--- src/rtl/mul2_vector_scorer.sv ---
// Exhaustive scorer for bit-sliced 2x2-bit multiplier candidates.
// Each 16-bit word holds one lane per operand pair (lane i: a = i[3:2], b = i[1:0]).
// The vectors are driven, the candidate's products are captured, and the correct bits
// are counted over PASSES passes. Each pass rotates every lane left by one more position.
//
//  state   | meaning
//  --------+---------------------------------------------------------------
//  S_IDLE  | vectors zero, waiting for start
//  S_DRIVE | vectors held for CAND_LAT+1 cycles, product captured on last edge
//  S_COUNT | one captured word scored per cycle, order y0..y3
//  S_NEXT  | rotate vectors and golden left by one lane, advance pass
//  S_DONE  | one-cycle done pulse, results frozen until next start
module mul2_vector_scorer #(
    parameter int  PASSES   = 4,
    parameter int  CAND_LAT = 0,
    localparam int SCORE_W  = $clog2(64*PASSES+1)
) (
    input  logic               clk,
    input  logic               rst_n,
    input  logic               i_start,
    output logic               o_busy,
    output logic               o_done,
    output logic [15:0]        o_a1,
    output logic [15:0]        o_a0,
    output logic [15:0]        o_b1,
    output logic [15:0]        o_b0,
    input  logic [15:0]        i_y3,
    input  logic [15:0]        i_y2,
    input  logic [15:0]        i_y1,
    input  logic [15:0]        i_y0,
    output logic [SCORE_W-1:0] o_score,
    output logic               o_perfect,
    output logic [3:0]         o_word_err
);

    typedef enum logic [2:0] {
        S_IDLE,
        S_DRIVE,
        S_COUNT,
        S_NEXT,
        S_DONE
    } state_t;

    localparam logic [SCORE_W-1:0] FULL_SCORE = SCORE_W'(64*PASSES);
    localparam logic [4:0]         LAST_PASS  = 5'(PASSES-1);
    localparam logic [15:0]        LAT_LOAD   = 16'(CAND_LAT);

    // Golden products of the unrotated vectors, index k = product bit yk
    localparam logic [3:0][15:0] GOLD_BASE = {16'h8000, 16'h4C00, 16'h6AC0, 16'hA0A0};

    state_t             r_state;
    logic [15:0]        r_lat;
    logic [1:0]         r_word;
    logic [4:0]         r_pass;
    logic [15:0]        r_a1, r_a0, r_b1, r_b0;
    logic [3:0][15:0]   r_gold;
    logic [3:0][15:0]   r_ycap;
    logic [SCORE_W-1:0] r_score;
    logic               r_perfect;
    logic [3:0]         r_word_err;
    logic               r_busy;
    logic               r_done;

    logic [15:0]        w_diff;
    logic [4:0]         w_match_cnt;
    logic [SCORE_W-1:0] w_score_nxt;

    function automatic logic [15:0] rotl1(input logic [15:0] x);
        return {x[14:0], x[15]};
    endfunction

    // Correct-bit count of the word currently being scored
    always_comb begin
        w_diff      = r_ycap[r_word] ^ r_gold[r_word];
        w_match_cnt = '0;
        for (int i = 0; i < 16; i++) begin
            w_match_cnt = w_match_cnt + {4'b0000, ~w_diff[i]};
        end
        w_score_nxt = r_score + SCORE_W'(w_match_cnt);
    end

    // Sequencing FSM with all outputs registered
    always_ff @(posedge clk or negedge rst_n) begin
        if (!rst_n) begin
            r_state    <= S_IDLE;
            r_lat      <= '0;
            r_word     <= '0;
            r_pass     <= '0;
            r_a1       <= '0;
            r_a0       <= '0;
            r_b1       <= '0;
            r_b0       <= '0;
            r_gold     <= '0;
            r_ycap     <= '0;
            r_score    <= '0;
            r_perfect  <= 1'b0;
            r_word_err <= '0;
            r_busy     <= 1'b0;
            r_done     <= 1'b0;
        end else begin
            case (r_state)
                S_IDLE: begin
                    if (i_start) begin
                        r_a1       <= 16'hFF00;
                        r_a0       <= 16'hF0F0;
                        r_b1       <= 16'hCCCC;
                        r_b0       <= 16'hAAAA;
                        r_gold     <= GOLD_BASE;
                        r_score    <= '0;
                        r_perfect  <= 1'b0;
                        r_word_err <= '0;
                        r_pass     <= '0;
                        r_lat      <= LAT_LOAD;
                        r_busy     <= 1'b1;
                        r_state    <= S_DRIVE;
                    end
                end
                S_DRIVE: begin
                    if (r_lat == '0) begin
                        r_ycap  <= {i_y3, i_y2, i_y1, i_y0};
                        r_word  <= '0;
                        r_state <= S_COUNT;
                    end else begin
                        r_lat <= r_lat - 16'd1;
                    end
                end
                S_COUNT: begin
                    r_score            <= w_score_nxt;
                    r_word_err[r_word] <= r_word_err[r_word] | (|w_diff);
                    if (r_word == 2'd3) begin
                        if (r_pass == LAST_PASS) begin
                            r_done    <= 1'b1;
                            r_busy    <= 1'b0;
                            r_perfect <= (w_score_nxt == FULL_SCORE);
                            r_a1      <= '0;
                            r_a0      <= '0;
                            r_b1      <= '0;
                            r_b0      <= '0;
                            r_state   <= S_DONE;
                        end else begin
                            r_state <= S_NEXT;
                        end
                    end else begin
                        r_word <= r_word + 2'd1;
                    end
                end
                S_NEXT: begin
                    r_a1 <= rotl1(r_a1);
                    r_a0 <= rotl1(r_a0);
                    r_b1 <= rotl1(r_b1);
                    r_b0 <= rotl1(r_b0);
                    for (int k = 0; k < 4; k++) begin
                        r_gold[k] <= rotl1(r_gold[k]);
                    end
                    r_pass  <= r_pass + 5'd1;
                    r_lat   <= LAT_LOAD;
                    r_state <= S_DRIVE;
                end
                S_DONE: begin
                    r_done  <= 1'b0;
                    r_state <= S_IDLE;
                end
                default: r_state <= S_IDLE;
            endcase
        end
    end

    assign o_busy     = r_busy;
    assign o_done     = r_done;
    assign o_a1       = r_a1;
    assign o_a0       = r_a0;
    assign o_b1       = r_b1;
    assign o_b0       = r_b0;
    assign o_score    = r_score;
    assign o_perfect  = r_perfect;
    assign o_word_err = r_word_err;

endmodule

--- config.mk ---
export PLATFORM = sky130hd
export DESIGN_NAME = mul2_vector_scorer
export DESIGN_NICKNAME = d
export VERILOG_FILES = /design/src/rtl/mul2_vector_scorer.sv
export SDC_FILE = /design/constraint.sdc
export NUM_CORES = 1
export LEC_CHECK = 0
export ABC_AREA = 1
export BUFFER_PORTS_ARGS = -buffer_cell sky130_fd_sc_hd__buf_2
export CORE_MARGIN = 2
export CORE_UTILIZATION = 58
export CTS_BUF_LIST = sky130_fd_sc_hd__clkbuf_16
export DETAILED_ROUTE_END_ITERATION = 8
export PLACE_DENSITY = 0.81
export SETUP_SLACK_MARGIN = 0.05
export SLEW_MARGIN = 5
export SYNTH_ARGS = -nofsm -noshare
export SYNTH_HDL_FRONTEND = slang
export SYNTH_SLANG_ARGS = --single-unit
--- constraint.sdc ---
create_clock -name clk -period 5.8 [get_ports clk]
set_input_delay 0.87 -clock clk [delete_from_list [all_inputs] [get_ports clk]]
set_output_delay 0.87 -clock clk [all_outputs]
set_load 0.005 [all_outputs]
==> metrics.cfg <==
[clock_tree]
numCtsBuffers=25
cts-root-buf=clkbuf_16
post_cts_buffers=0
clk_latency_ps=530
path_clk_slew_ps=60
cts_tree=yes
h-tree-depth=1
cts-resized-gates=0
cts_hold_buf=0
clk_path_buf_depth=3
clkSinkCount=234

[die]
initial_core_util=0.586
rows=51
dieWidth_um=144
num_io_pins=147
die-area_um2=20600
die_y_um=144
coreArea_um2=19300

[sta]
hold_violations=0
finalCriticalPeriod_ps=5230
rsz0062_at_grt=no
fin_tns_setup_ps=0
max_slew.worst_pin.slew_ps=842
drv_slew=0
skew_ps=9.61
setup_viol=0
relSlewSlack=0.439
max_clock_freq_mhz=191
post-route-period-util=0.901

[global_route]
grt_pass1_wl_mm=43.7
grt_max_degree=125
grt.total_usage=0.266
grt_pass1_vias=8665
overflow=0
antenna_found_initial=1

[yosys]
synth_area_leaders=dfrtp_1, nand2_1, inv_1
synth_warnings=0
yosysUniqueCellTypes=37
syn_nets=1378
synth_area_um2=11300
syn_avg_cell_area_um2=8.79
synth_top_area_cell=dfrtp_1
synth_top_area_share=0.518
synthCells=1285
yosysSeqAreaShare=0.518
ys_ff_latch=234

[placement]
gp_congestion=0.926
hpwl_mm=18.3
portBuffers=146

[detailed_routing]
drtPass1Iterations=5
vias=9153
via_per_inst=5.41
drt-wirelength-per-cell_um=15.9
drt_iter0_drc=722
routed_wl_mm=26.9
antenna_left=0
drc=0

[setup_path]
crit_slowest_cell=fa_1
critPathArrivalTime_ps=5690
worst-path-buf-inv=5
cp_max_fo=40
cp_common_cell=fa_1
crit_path_start_kind=flip-flop
critPathCaptureType=flip-flop
startpoint=r_word[0]
crit_family=adder cells
crit_chain=buf_4 > nor2_1 > nor2_1 > o21ai_0 > o21ai_0 > xor2_1 > inv_1 > fa_1 > fa_1 > inv_1 > fa_1 > fa_1 > inv_1 > fa_1 > inv_1 > fa_1 > o21ai_0 > nand2_1 > nand2_1 > nand2_1 > xor2_1 > nand4_1 > nand2_1
r2r_start=r_word[0]
cp.required_ps=6270
crit_path_max_incr_delay_ps=510
criticalPathCategory=flip-flop to flip-flop

[layout]
final_common_cell=nand2_1
n_antenna_cell=0
final_cell_mix=nand2_1, dfrtp_1, inv_1
fin_nets=1504
drive_gt1_frac=0.167
final_core_util=0.672
area_growth_pct=14.7
nFillCells=1600

[flow_run]
maxCapViolCount=0

[pwr]
power.density_nw_per_um2=538
p_leak_nw=6.68
ir_worst_vdd_v=0.000545

[min_path]
hp-class=input port to async pin

[run_status]
status=finished clean

## power by group
group	total (mW)	switching (mW)	internal (mW)
sequential	2.16	0.210	1.95
combinational	3.34	2.08	1.26
clock	1.47	0.644	0.830
## final cells by class
cell class | count | area [um^2] | share of cell area
clock inverter | 19 | 126 | 0.00976
clock buffer | 25 | 626 | 0.0483
inverter | 206 | 773 | 0.0597
tap | 265 | 332 | 0.0256
timing repair buffer | 157 | 836 | 0.0645
sequential | 234 | 5860 | 0.452
multi-input combinational | 787 | 4410 | 0.340
## registers in the layout, indices dropped and copies added (netlist names), 2 cells and up
register and cells:
o_b0 16, r_state 3, r_word 2, r_pass 5, o_a0 16, o_score 9, o_b1 16, r_lat 16
o_word_err 4, r_gold 64, o_a1 16, r_ycap 64
## logic make-up after synthesis
logic type | synth area share
compound gates | 0.136
xor+xnor | 0.0302
fa+ha+maj | 0.0368
buf+inv | 0.0922
flops | 0.518
mux | 0.0299
simple gates | 0.157
## synthesized netlist by cell type
master and instances:
nor2_2 4, nor2_1 104, nand2_4 2, buf_1 4
and2_1 1, nand2_1 264, o21ai_1 4, buf_2 16
or2_2 1, o21ai_0 54, clkbuf_1 32, o21bai_1 1
fa_1 12, inv_2 7, a21oi_1 55, buf_6 2
nor2_4 1, xnor2_1 15, dfrtp_1 234, o211ai_1 33
inv_1 197, o22a_1 1, nor3b_1 2, o31ai_1 10
nand4_1 3, o22ai_1 82, a21oi_4 1, ha_1 14
a32o_1 1, xor2_1 24, nand3_1 51, mux2_2 30
nand2_2 2, clkinv_1 2, buf_4 4, nor3_1 3
o21a_1 12
## routing by layer
metal  wire (um)  GRT usage  vias to the layer above
met5          12          0                        -
met4         637     0.0630                        2
met3        1430     0.0403                       49
met2       12700      0.422                      268
met1       12200      0.389                     4437
li1            -          -                     4397
## path summary, 6_finish.rpt
| path | end | slack (ps) | cells after the start |
|---|---|---|---|
| min in group clk | o_busy | 470 | 2 |
| max | o_perfect | 570 | 23 |
| min | o_a0[1] | 330 | 1 |
| max reg2reg | o_perfect | 570 | 23 |
| min reg2reg | o_busy | 470 | 2 |
| max in group asynchronous | r_ycap[39] | 4310 | 2 |
## per-stage QoR
step	power, mW	setup WS (ps)	area [um^2]	hold WS, ps	std cells
after CTS	6.98	599	13000	394	1693
after global routing	7.54	167	13000	448	1693
after floorplan	4.66	1010	11300	465	1285
after detailed placement	5.48	663	12200	459	1649
after global placement	5.33	821	12200	453	1649
final	6.98	572	13000	334	1693
Note: power is estimated with default switching activity, not from simulation.
